===== config.mk =====
export PLATFORM = sky130hd
export DESIGN_NAME = spi_master_tx
export DESIGN_NICKNAME = d
export VERILOG_FILES = /design/src/rtl/spi_pkg.sv /design/src/rtl/spi_half_tick.sv /design/src/rtl/spi_master_tx.sv
export SDC_FILE = /design/constraint.sdc
export NUM_CORES = 1
export LEC_CHECK = 0
export BUFFER_PORTS_ARGS = -buffer_cell sky130_fd_sc_hd__buf_2
export CORE_MARGIN = 3
export CORE_UTILIZATION = 40
export CTS_CLUSTER_DIAMETER = 150
export DETAILED_ROUTE_END_ITERATION = 7
export HOLD_SLACK_MARGIN = 0.1
export PLACE_DENSITY_LB_ADDON = 0.2
export REMOVE_ABC_BUFFERS = 1
export SYNTH_ARGS = -nofsm -noshare
export SYNTH_HDL_FRONTEND = slang
export SYNTH_SLANG_ARGS = --single-unit

===== constraint.sdc =====
create_clock -name clk -period 6.6 [get_ports clk]
set_clock_uncertainty 0.15 [all_clocks]
set_input_delay 0 -clock clk [delete_from_list [all_inputs] [get_ports clk]]
set_output_delay 0 -clock clk [all_outputs]
set_load 0.01 [all_outputs]

===== src/rtl/spi_pkg.sv =====
// Shared SPI definitions: one-hot FSM states, bus defaults
// and the sclk half-period divider computation.
package spi_pkg;

    typedef enum logic [3:0] {
        IDLE  = 4'b0001,
        LEAD  = 4'b0010,
        SHIFT = 4'b0100,
        DONE  = 4'b1000
    } spi_state_t;

    localparam int DEF_CLK_FREQ   = 50_000_000;
    localparam int DEF_SCLK_FREQ  = 5_000_000;
    localparam int DEF_DATA_WIDTH = 8;
    localparam bit DEF_CPOL       = 1'b0;
    localparam bit DEF_CPHA       = 1'b0;

    function automatic int half_div(
        input int clk_freq,
        input int sclk_freq
    );
        return clk_freq / (2 * sclk_freq);
    endfunction

endpackage


===== src/rtl/spi_half_tick.sv =====
// Free-running sclk half-period tick generator.
// Tick marks the last clk cycle of each half-period.
module spi_half_tick
    import spi_pkg::*;
#(
    parameter int HALF_DIV = 5
) (
    input  logic clk,
    input  logic rst,
    input  logic clr,
    output logic tick
);

    localparam int CW = $clog2(HALF_DIV + 1);
    localparam logic [CW-1:0] LAST = CW'(HALF_DIV - 1);

    logic [CW-1:0] cnt;

    // count 0..HALF_DIV-1, restarted by clr
    always_ff @(posedge clk) begin
        if (rst || clr) begin
            cnt <= '0;
        end else if (cnt == LAST) begin
            cnt <= '0;
        end else begin
            cnt <= cnt + 1'b1;
        end
    end

    assign tick = !clr && (cnt == LAST);

endmodule


===== src/rtl/spi_master_tx.sv =====
// SPI master transmitter: one word per start request,
// registered sclk / mosi / ss_n, no miso path.
module spi_master_tx
    import spi_pkg::*;
#(
    parameter int CLK_FREQ   = DEF_CLK_FREQ,
    parameter int SCLK_FREQ  = DEF_SCLK_FREQ,
    parameter int DATA_WIDTH = DEF_DATA_WIDTH,
    parameter bit CPOL       = DEF_CPOL,
    parameter bit CPHA       = DEF_CPHA,
    parameter bit MSB_FIRST  = 1'b0
) (
    input  logic                  clk,
    input  logic                  rst,
    input  logic                  start,
    input  logic [DATA_WIDTH-1:0] data_i,
    output logic                  busy,
    output logic                  tx_finish,
    output logic                  sclk,
    output logic                  mosi,
    output logic                  ss_n
);

    localparam int HALF_DIV = half_div(CLK_FREQ, SCLK_FREQ);
    localparam int NTOG     = 2 * DATA_WIDTH;
    localparam int TW       = $clog2(NTOG + 1);
    localparam logic [TW-1:0] TOG_LAST = TW'(NTOG);
    localparam logic [TW-1:0] ADV_LAST = TW'(NTOG - 2);

    if (HALF_DIV < 1) begin : g_bad_div
        $error("spi_master_tx: HALF_DIV must be >= 1");
    end

    spi_state_t            state;
    spi_state_t            state_d;
    logic                  tick;
    logic                  toggle;
    logic                  advance;
    logic [TW-1:0]         tog_cnt;
    logic [TW-1:0]         tog_num;
    logic [DATA_WIDTH-1:0] sreg;
    logic                  sclk_q;
    logic                  mosi_q;
    logic                  ss_n_q;

    // next bit to leave the word, in the configured order
    function automatic logic head(
        input logic [DATA_WIDTH-1:0] w
    );
        return MSB_FIRST ? w[DATA_WIDTH-1] : w[0];
    endfunction

    // drop the bit that head() just returned
    function automatic logic [DATA_WIDTH-1:0] drop(
        input logic [DATA_WIDTH-1:0] w
    );
        return MSB_FIRST ? {w[DATA_WIDTH-2:0], 1'b0}
                         : {1'b0, w[DATA_WIDTH-1:1]};
    endfunction

    spi_half_tick #(
        .HALF_DIV (HALF_DIV)
    ) u_tick (
        .clk  (clk),
        .rst  (rst),
        .clr  (state == IDLE),
        .tick (tick)
    );

    // state register
    always_ff @(posedge clk) begin
        if (rst) begin
            state <= IDLE;
        end else begin
            state <= state_d;
        end
    end

    // next state and sclk toggle request
    always_comb begin
        state_d = state;
        toggle  = 1'b0;
        unique case (state)
            IDLE: begin
                if (start) begin
                    state_d = LEAD;
                end
            end
            LEAD: begin
                if (tick) begin
                    state_d = SHIFT;
                    toggle  = 1'b1;
                end
            end
            SHIFT: begin
                if (tick) begin
                    if (tog_cnt == TOG_LAST) begin
                        state_d = DONE;
                    end else begin
                        toggle = 1'b1;
                    end
                end
            end
            DONE: begin
                state_d = IDLE;
            end
            default: begin
                state_d = IDLE;
            end
        endcase
    end

    // toggle about to happen is number tog_cnt+1
    assign tog_num = tog_cnt + 1'b1;

    // data moves on the edges the receiver does not sample
    assign advance = CPHA ? (toggle && tog_num[0])
                          : (toggle && !tog_num[0] &&
                             (tog_num <= ADV_LAST));

    // sclk toggle counter, held clear while idle
    always_ff @(posedge clk) begin
        if (rst) begin
            tog_cnt <= '0;
        end else if (state == IDLE) begin
            tog_cnt <= '0;
        end else if (toggle) begin
            tog_cnt <= tog_num;
        end
    end

    // shift register and mosi; CPHA=0 presents bit 0 at accept
    always_ff @(posedge clk) begin
        if (rst) begin
            sreg   <= '0;
            mosi_q <= 1'b0;
        end else if (state == IDLE && start) begin
            if (!CPHA) begin
                mosi_q <= head(data_i);
                sreg   <= drop(data_i);
            end else begin
                mosi_q <= 1'b0;
                sreg   <= data_i;
            end
        end else if (state_d == DONE || state_d == IDLE) begin
            mosi_q <= 1'b0;
        end else if (advance) begin
            mosi_q <= head(sreg);
            sreg   <= drop(sreg);
        end
    end

    // sclk and slave select pins
    always_ff @(posedge clk) begin
        if (rst) begin
            sclk_q <= CPOL;
            ss_n_q <= 1'b1;
        end else begin
            ss_n_q <= !(state_d == LEAD || state_d == SHIFT);
            if (state_d == IDLE || state_d == DONE) begin
                sclk_q <= CPOL;
            end else if (toggle) begin
                sclk_q <= !sclk_q;
            end
        end
    end

    assign busy      = (state != IDLE);
    assign tx_finish = (state == DONE);
    assign sclk      = sclk_q;
    assign mosi      = mosi_q;
    assign ss_n      = ss_n_q;

endmodule


==> key figures, run 1 <==
Run status
  • Status: finished, final reports clean

Logic synthesis
  • Seq/Total Area, Yosys: 38.90%
  • Synth Warn #: 0
  • Primary FF master, synth: dfxtp_1
  • #FFs+latches synth: 22
  • Netlist Area Pre-Place: 1132 um2
  • Post-synth EDFFs: 0
  • Post-Synthesis Cells: 123
  • Async SR Flop Fraction: 0%
  • Post-synthesis cell type count: 36
  • Avg Inst Size Synth: 9.206 um2

Clock tree
  • Clock Path Buffers: 2
  • CTS tree: built
  • H-tree Lvls: 1
  • CTS root buf: clkbuf_4
  • Skew-Pair Late Insertion Delay: 0.32 ns
  • Clock slew seen by the registers of the worst setup and hold paths: 0.13 ns
  • # clock sinks: 22
  • Post-CTS setup buffer count: 0
  • Clock buffers created by TritonCTS: 3

Hold path
  • WHS Endpoint: u_tick.cnt[0]
  • Hold Path Origin: u_tick.cnt[0]
  • Worst Hold Depth: 1
  • Class of the worst hold path: flop to flop

STA
  • Final count of hold timing violations: 0
  • Final worst slack: 3.732 ns
  • Hold WS: 0.3249 ns
  • Final setup viols: 0
  • Final period util: 43.45%
  • Worst-Margin Slew: 0.7546 ns
  • Unrepaired setup endpoints after global routing: false
  • Max-slew headroom: 49.05%
  • FMAX: 0.3487 GHz
  • Setup TNS: 0 ns
  • Fin crit period: 2.868 ns
  • Slew Viols, Final: 0

Finish
  • Fillers: 249
  • Ratio of cells with drive above 1 in the final layout: 15.48%
  • N_diodes: 0
  • Synthesis-to-layout area growth: 26.63%
  • Final Util: 55.36%
  • Multi-input logic area: 621.8 um2
  • Commonest non-fill, non-tap cell in the layout: dfxtp_1
  • Nets: 172
  • Seq. cell area: 440.4 um2
  • Most frequent cells in the layout: dfxtp_1, dlygate4sd3_1, nor2_1, buf_2, nand2_1

Routing
  • Drt initial violations: 40
  • Via count: 951
  • Wire per inst: 12.44 um
  • Remaining DRCs: 0
  • Routed vias/inst: 5.141
  • ANT nets after route: 0
  • First-pass iteration count of the detailed router: 4
  • WL final: 2.301 mm

Worst setup path
  • Critical path class: flop to flop
  • Worst setup EP type: flop
  • CP Max Fanout: 9
  • Worst EP required: 6.72 ns
  • Worst setup path start: tog_cnt[0]
  • Worst flop-to-flop path startpoint: tog_cnt[0]
  • FF-to-FF setup slack: 3.73 ns
  • Critical Path Slowest Stage Cell: dlygate4sd3_1
  • RR Endpoint: mosi
  • CP Cell Sequence: inv_1 -> ha_1 -> nand4bb_1 -> o2111a_1 -> nand4_4 -> nor3b_1 -> a2111oi_2 -> dlygate4sd3_1
  • Nature of the critical path startpoint: flop
  • Reg2Reg Depth: 8
  • CP max stage delay: 0.60 ns
  • Arr. time, crit path: 2.99 ns

Power and ir drop
  • Leakage power: 0.6074 nW
  • Sw Share: 24.43%
  • Internal: 193.7 uW
  • Combinational power share: 14.3%
  • P_sw: 62.60 uW
  • PD cells: 178.8 nW/um2
  • Max VDD drop: 198.6 uV
  • Sequential power share: 56.2%
  • Clk pwr share: 29.5%

Floorplanning
  • Die Width: 59.21 um
  • Io pins: 16
  • Initial Utilization: 43.72%
  • Chip height: 59.21 um
  • Die ar.: 3505 um2
  • Core area: 2590 um2
  • Std cell rows: 18

Global routing
  • Largest net degree at the start of global routing: 15
  • First-pass GRT wire length: 4.098 mm
  • Grt total ovfl: 0
  • Initial antenna violation count: 0
  • Gr usage total: 15.34%
  • Vias in the first global route: 932

Job
  • Max-cap violations: 0

Placement
  • DP HPWL: 1.581 mm
  • IO buf count: 15
  • GPL Wtd Cong: 0.7649
  • DP Worst Slack: 4.314 ns
==> cell usage after synthesis (3+ instances only) <==
master,n,share of area [%]
nand2_1,7,2.3
dfxtp_1,22,39
a211oi_1,6,4.0
nand3_1,4,1.8
ha_1,5,5.5
a21oi_1,5,2.2
nor2_1,18,6.0
nor3_1,3,1.3
inv_1,6,2.0
xnor2_1,3,2.3
nor2b_1,3,1.7
nor3b_1,3,2.0
xor2_1,4,3.1
mux2i_1,6,5.3
==> worst max-delay path, delay by kind of cell (launching register included) <==
family	cells	cell delay, ns
adders and majority gates	1	0.19
buffers and inverters	2	0.68
DFF	1	0.43
AOI/OAI and AO/OA	2	0.73
and+or+nand+nor	3	0.64
==> worst max path at each step <==
stage                       to  slack, ns  cells after the start
final                     mosi       3.73                      8
after global routing      mosi       3.45                      8
after CTS                 mosi       3.76                      8
after detailed placement  mosi       4.31                      7
after global placement    mosi       4.41                      7
after floorplan           mosi       4.52                      7
==> through the flow <==
stage / power, mW / cells / area [um2]
6_report: 0.2563 / 185 / 1434
5_1_grt: 0.2706 / 185 / 1434
4_1_cts: 0.2583 / 185 / 1434
3_5_place_dp: 0.1721 / 161 / 1197
3_3_place_gp: 0.1714 / 161 / 1197
2_1_floorplan: 0.1621 / 116 / 1085
==> cell families (layout without fill, tap and decap cells) <==
group | count (synthesis) | count (layout) | share of synthesized area (%)
fa+ha+maj | 5 | 5 | 5.525
simple gates | 51 | 51 | 25.30
compound gates | 18 | 18 | 11.93
buf+inv | 13 | 45 | 6.188
mux | 6 | 6 | 5.304
flops | 22 | 22 | 38.89
xor+xnor | 8 | 8 | 6.851
==> power by group through the flow <==
stage	combinational, mW	sequential, mW	clock [mW]
after global routing	0.0410	0.145	0.0846
final	0.0367	0.144	0.0756
after floorplan	0.0161	0.146	0
after global placement	0.0248	0.147	0
after detailed placement	0.0253	0.147	0
after CTS	0.0366	0.144	0.0781
==> registers in the layout, indices dropped and copies added (netlist names) <==
signal	count
sreg	7
tog_cnt	5
state	4
u_tick.cnt	3
mosi	1
sclk	1
ss_n	1
==> layer usage <==
metal / track usage, % / up-vias / share of wire (%)
li1: - / 494 / -
met1: 19.71 / 444 / 50
met2: 24.49 / 9 / 46
met3: 4.575 / 4 / 2.8
met4: 4.854 / 0 / 1.0
met5: 0 / - / 0
==> cell type report <==
class                   count  share of cell area (%)
repair buffers             35                   19.20
clock buffers               4                   2.531
well taps                  30                   2.618
multi-input cells          88                   43.37
flip-flops and latches     22                   30.72
inverters                   6                   1.571
==> repair_timing <==
item                                    CTS  global route
hold buffers                             20             0
hold endpoints to repair                 15             0
endpoints found under the setup margin    0             0
resized for setup                         0             0
No activity file was read; power rests on OpenSTA's default activity.
==> run 2, diff against run 1 <==
clock period = 2.6 ns   (was 6.6 ns; I/O delays follow)
==> run 2 against run 1 <==
Net effect:
- die area unchanged
- critical path depth down 2
- non-clock buffer count is 6 lower
- wire length down 6.0%
- maximum frequency grew 17%
- largest cell class unchanged
==> key figures, run 2 (same netlist as run 1, synthesis figures left out) <==
Finish
  • Synthesis-to-layout area growth: 22.21%
  • Top reg by flops: sreg
  • Fillers: 247 (-0.80%)
  • Final Instance Area: 1384 um2 (-3.5%)
  • Nets: 166 (-3.5%)
  • Ratio of cells with drive above 1 in the final layout: 18.79% (+3.3 points)
  • Commonest non-fill, non-tap cell in the layout: dfxtp_1
  • N_diodes: 0 (unchanged)
  • Most frequent cells in the layout: dfxtp_1, nor2_1, buf_2, dlygate4sd3_1, nand2_1
  • Max FFs per register: 7 (unchanged)
  • Largest registers: sreg x7, tog_cnt x5, state x4

Power and ir drop
  • PD cells: 459.0 nW/um2 (+160%)
  • Max VDD drop: 413.5 uV (+110%)
  • Leakage power: 0.5738 nW (-5.5%)
  • Final Total Pwr: 635.2 uW (+150%)

Routing
  • ANT nets after route: 0 (unchanged)
  • Remaining DRCs: 0 (unchanged)
  • Via count: 921 (-3.2%)
  • Routed vias/inst: 5.145 (about the same)
  • WL final: 2.164 mm (-6.0%)
  • Drt initial violations: 18 (-55%)
  • Wire per inst: 12.09 um (-2.8%)
  • First-pass iteration count of the detailed router: 4 (unchanged)

Clock tree
  • Clock slew seen by the registers of the worst setup and hold paths: 0.13 ns (about the same)
  • CTS tree: built
  • H-tree Lvls: 1 (unchanged)
  • Clock Path Buffers: 2 (unchanged)
  • Skew-Pair Late Insertion Delay: 0.31 ns (about the same)
  • # clock sinks: 22 (unchanged)
  • Clock buffers created by TritonCTS: 3 (unchanged)
  • CTS root buf: clkbuf_4

STA
  • FMAX: 0.4078 GHz (+17%)
  • Slew Viols, Final: 0 (unchanged)
  • Final setup viols: 0 (unchanged)
  • Unrepaired setup endpoints after global routing: false
  • Worst-Margin Slew: 0.7238 ns (-0.03087 ns)
  • Setup TNS: 0 ns (unchanged)
  • Final period util: 94.31% (+51 points)
  • Final count of hold timing violations: 0 (unchanged)
  • Final worst slack: 0.1480 ns (-3.584 ns)
  • Max-slew headroom: 51.14% (+2.1 points)
  • Fin crit period: 2.452 ns (-0.4158 ns)

Hold path
  • WHS Endpoint: u_tick.cnt[0]
  • Class of the worst hold path: flop to flop
  • Worst Hold Depth: 1 (unchanged)
  • Hold Path Origin: u_tick.cnt[0]

Global routing
  • Grt total ovfl: 0 (unchanged)
  • Largest net degree at the start of global routing: 15 (unchanged)
  • Vias in the first global route: 927 (-0.54%)
  • Initial antenna violation count: 0 (unchanged)
  • First-pass GRT wire length: 3.981 mm (-2.9%)
  • Gr usage total: 14.70% (-0.64 points)

Worst setup path
  • Most used cell, CP: dlygate4sd3_1
  • Critical path class: flop to flop
  • FF-to-FF setup slack: 0.15 ns (-3.58 ns)
  • Critical path depth in cells: 6 (-2)
  • Worst setup path start: state[1]
  • Critical Path Slowest Stage Cell: dlygate4sd3_1
  • Nature of the critical path startpoint: flop
  • Worst setup EP type: flop
  • RR Endpoint: sreg[6]
  • Worst path top cell family by delay: buffers and inverters
  • CP Cell Sequence: nor3_2 -> and3_1 -> nand2_1 -> dlygate4sd3_1 -> a21oi_1 -> dlygate4sd3_1
  • Worst flop-to-flop path startpoint: state[1]
  • Worst EP required: 2.72 ns (-4.00 ns)
  • CP Max Fanout: 7 (-2)
  • CP max stage delay: 0.55 ns (-0.05 ns)
  • Reg2Reg Depth: 6 (-2)
  • Buf/Inv on CP: 2 (unchanged)
  • Arr. time, crit path: 2.57 ns (-0.42 ns)

Floorplanning
  • Initial Utilization: 43.72% (unchanged)
  • Die Width: 59.21 um (unchanged)
  • Io pins: 16 (unchanged)
  • Core area: 2590 um2 (unchanged)
  • Die ar.: 3505 um2 (unchanged)
  • Std cell rows: 18 (unchanged)
  • Chip height: 59.21 um (unchanged)

Job
  • Max-cap violations: 0 (unchanged)

Placement
  • DP HPWL: 1.581 mm (unchanged)
  • GPL Wtd Cong: 0.7649 (unchanged)
  • Placed instance area: 1197 um2 (unchanged)
  • DP Worst Slack: 0.3142 ns (-4.000 ns)
  • IO buf count: 15 (unchanged)

Run status
  • Status: finished, final reports clean
[run 2: final cells by class]
type / instances / area (um2) / area share, %
multi-input cells: 88 / 634.4 / 45.84
flip-flops and latches: 22 / 440.4 / 31.83
repair buffers: 29 / 212.7 / 15.37
well taps: 30 / 37.54 / 2.712
clock buffers: 4 / 36.28 / 2.622
inverters: 6 / 22.52 / 1.627
[run 2: report_power, final]
| part | internal (mW) | switching, mW | total, mW |
|---|---|---|---|
| Sequential | 0.353 | 0.0121 | 0.365 |
| Combinational | 0.0426 | 0.0376 | 0.0802 |
| Clock | 0.0856 | 0.104 | 0.190 |
| Total | 0.481 | 0.154 | 0.635 |
[run 2: per-stage QoR]
| step | cells | util [%] | hold WS [ns] |
|---|---|---|---|
| 2_1_floorplan | 116 | - | -0.08114 |
| 3_3_place_gp | 161 | 46.23 | 0.1104 |
| 3_5_place_dp | 161 | 46.23 | 0.1142 |
| 4_1_cts | 178 | 52.66 | 0.3201 |
| 5_1_grt | 179 | 53.43 | 0.3388 |
| 6_report | 179 | 53.43 | 0.3248 |
[run 2: per-layer routing]
metal  wire length [um]  track usage [%]  share of wire (%)  vias up
li1                   -                -                  -      480
met1               1107            19.26                 51      428
met2                971            23.24                 45        9
met3                 60            3.922                2.8        4
met4                 24            4.854                1.1        0
met5                  0                0                  0        -
[run 2: timing repair]
| item | in CTS | in global routing |
|---|---|---|
| hold endpoints to repair | 15 | 0 |
| gates resized for setup | 0 | 3 |
| endpoints found under the setup margin | 0 | 1 |
| hold buffers | 13 | 0 |
| setup buffers | 0 | 1 |
[run 2: worst max path at each step]
stage	end	slack [ns]
2_1_floorplan	mosi	0.52
3_3_place_gp	mosi	0.41
3_5_place_dp	mosi	0.31
4_1_cts	sreg[6]	0.03
5_1_grt	sreg[6]	0.01
6_report	sreg[6]	0.15
==> run 3, diff against run 2 <==
PLACE_DENSITY_LB_ADDON = 0.1   (was 0.2)
==> run 3 against run 2 <==
Net effect:
- register-to-register slack better by 0.03 ns
- sequential share of layout area is 0.17 points lower
- critical path depth stayed put
- clock power is 2% lower
- largest power group unchanged
==> key figures, run 3 (same netlist as run 1, synthesis figures left out) <==
Run status
  • Status: finished, final reports clean

Worst setup path
  • RR Endpoint: sreg[6]
  • Reg2Reg Depth: 6 (unchanged)
  • Critical path class: flop to flop
  • CP Cell Sequence: nor3_4 -> and3_1 -> nand2_1 -> dlygate4sd3_1 -> a21oi_1 -> dlygate4sd3_1
  • Critical Path Slowest Stage Cell: dlygate4sd3_1
  • Nature of the critical path startpoint: flop
  • Arr. time, crit path: 2.53 ns (-0.04 ns)
  • CP Max Fanout: 7 (unchanged)
  • CP max stage delay: 0.55 ns (about the same)
  • Buf/Inv on CP: 2 (unchanged)
  • Worst path top cell family by delay: buffers and inverters
  • Worst EP required: 2.71 ns (about the same)
  • Most used cell, CP: dlygate4sd3_1
  • Worst setup EP type: flop
  • FF-to-FF setup slack: 0.17 ns (+0.03 ns)
  • Worst flop-to-flop path startpoint: state[1]

STA
  • Setup TNS: 0 ns (unchanged)
  • Final setup viols: 0 (unchanged)
  • Final period util: 93.29% (-1.0 points)
  • Fin crit period: 2.426 ns (-0.02644 ns)
  • Slew Viols, Final: 0 (unchanged)
  • Unrepaired setup endpoints after global routing: false
  • Worst-Margin Slew: 0.6209 ns (-0.1029 ns)
  • FMAX: 0.4123 GHz (+1.1%)
  • Final count of hold timing violations: 0 (unchanged)
  • Max-slew headroom: 58.08% (+6.9 points)

Routing
  • Routed vias/inst: 5.122 (-0.45%)
  • Via count: 922 (+0.11%)
  • ANT nets after route: 0 (unchanged)
  • Drt initial violations: 34 (+16)
  • WL final: 2.253 mm (+4.1%)
  • Wire per inst: 12.52 um (+3.5%)
  • First-pass iteration count of the detailed router: 4 (unchanged)
  • Remaining DRCs: 0 (unchanged)

Floorplanning
  • Initial Utilization: 43.72% (unchanged)
  • Chip height: 59.21 um (unchanged)
  • Die ar.: 3505 um2 (unchanged)
  • Std cell rows: 18 (unchanged)
  • Core area: 2590 um2 (unchanged)
  • Die Width: 59.21 um (unchanged)
  • Io pins: 16 (unchanged)

Clock tree
  • Clock slew seen by the registers of the worst setup and hold paths: 0.12 ns (about the same)
  • H-tree Lvls: 1 (unchanged)
  • Clock Path Buffers: 2 (unchanged)
  • Clock buffers created by TritonCTS: 3 (unchanged)
  • # clock sinks: 22 (unchanged)
  • CTS tree: built
  • Skew-Pair Late Insertion Delay: 0.30 ns (about the same)
  • CTS root buf: clkbuf_4

Placement
  • GPL Wtd Cong: 0.8074 (+5.6%)
  • IO buf count: 15 (unchanged)
  • DP HPWL: 1.559 mm (-1.4%)

Finish
  • Largest registers: sreg x7, tog_cnt x5, state x4
  • N_diodes: 0 (unchanged)
  • Fillers: 240 (-2.8%)
  • Final Util: 53.72% (+0.29 points)
  • Nets: 167 (+0.60%)
  • Max FFs per register: 7 (unchanged)
  • Ratio of cells with drive above 1 in the final layout: 18.67% (-0.13 points)
  • Commonest non-fill, non-tap cell in the layout: dfxtp_1
  • Most frequent cells in the layout: dfxtp_1, nor2_1, buf_2, dlygate4sd3_1, nand2_1
  • Top reg by flops: sreg
  • Synthesis-to-layout area growth: 22.87%

Global routing
  • Gr usage total: 14.30% (-0.39 points)
  • Met2 Usage GRT: 24.65% (+1.4 points)
  • Initial antenna violation count: 0 (unchanged)
  • Largest net degree at the start of global routing: 15 (unchanged)
  • M3 GR Usage: 4.139% (+0.22 points)
  • Global Route met1 Usage: 17.44% (-1.8 points)
  • First-pass GRT wire length: 3.870 mm (-2.8%)
  • Grt total ovfl: 0 (unchanged)
  • Vias in the first global route: 905 (-2.4%)
  • Busiest grt layer: met2

Hold path
  • Worst Hold Depth: 1 (unchanged)
  • WHS Endpoint: u_tick.cnt[0]
  • Class of the worst hold path: flop to flop
  • Hold Path Origin: u_tick.cnt[0]

Power and ir drop
  • Sequential power share: 57.7% (+0.2 points)
  • Sw Share: 23.96% (-0.32 points)
  • P_sw: 151.8 uW (-1.6%)
  • PD cells: 455.4 nW/um2 (-0.78%)
  • Leakage power: 0.5790 nW (+0.91%)
  • Combinational power share: 13.0% (+0.4 points)
  • Max VDD drop: 383.6 uV (-7.2%)
  • Clk pwr share: 29.4% (-0.5 points)
  • Internal: 481.8 uW (+0.18%)
  • Final Total Pwr: 633.6 uW (-0.25%)

Job
  • Max-cap violations: 0 (unchanged)
## run 3: through the flow
stage          cell area, um2  hold slack (ns)  cells  setup slack [ns]
2_1_floorplan            1085         -0.08114    116            0.5216
3_3_place_gp             1197           0.1228    161            0.4140
3_5_place_dp             1197           0.1211    161            0.3275
4_1_cts                  1364           0.3120    178           0.02081
5_1_grt                  1391           0.3290    180           0.04655
6_report                 1391           0.3052    180            0.1744
## run 3: worst max-delay path by stage
stage	from	to	slack, ns	cells past startpoint
final	state[1]	sreg[6]	0.17	6
after global routing	state[1]	sreg[6]	0.05	6
after CTS	tog_cnt[0]	sreg[6]	0.02	8
after detailed placement	tog_cnt[0]	mosi	0.33	7
after global placement	tog_cnt[0]	mosi	0.41	7
after floorplan	tog_cnt[0]	mosi	0.52	7
## run 3: final cells by class
class	instances	area (um2)	share of cell area (%)
tap	30	37.54	2.698
clock buffer	4	36.28	2.608
sequential	22	440.4	31.65
timing repair buffer	30	220.2	15.83
multi-input combinational	88	634.4	45.59
inverter	6	22.52	1.619
## run 3: worst register-to-register path, stage by stage (launching register included)
cell and delay (ns):
dfxtp_1 0.43, nor3_4 0.28, and3_1 0.22, nand2_1 0.06, dlygate4sd3_1 0.55, a21oi_1 0.14, dlygate4sd3_1 0.55
## run 3: timing repair
item,4_1_cts,5_1_grt
gates resized for setup,0,3
buffers inserted,0,2
hold endpoints to repair,15,0
hold buffers,13,0
setup endpoints to repair,0,1
## run 3: layer usage
metal  share of wire, %  wire length, um  vias to the layer above
met2                 51             1148                       10
met5                  0                0                        -
met3                2.8               63                        4
met1                 45             1010                      422
li1                   -                -                      486
met4                1.3               29                        0
## run 3: power groups by stage
stage / registers [mW] / clock network, mW / logic, mW
2_1_floorplan: 0.371 / 0 / 0.0408
3_3_place_gp: 0.372 / 0 / 0.0640
3_5_place_dp: 0.372 / 0 / 0.0647
4_1_cts: 0.365 / 0.195 / 0.0812
5_1_grt: 0.369 / 0.210 / 0.0925
6_report: 0.365 / 0.186 / 0.0821
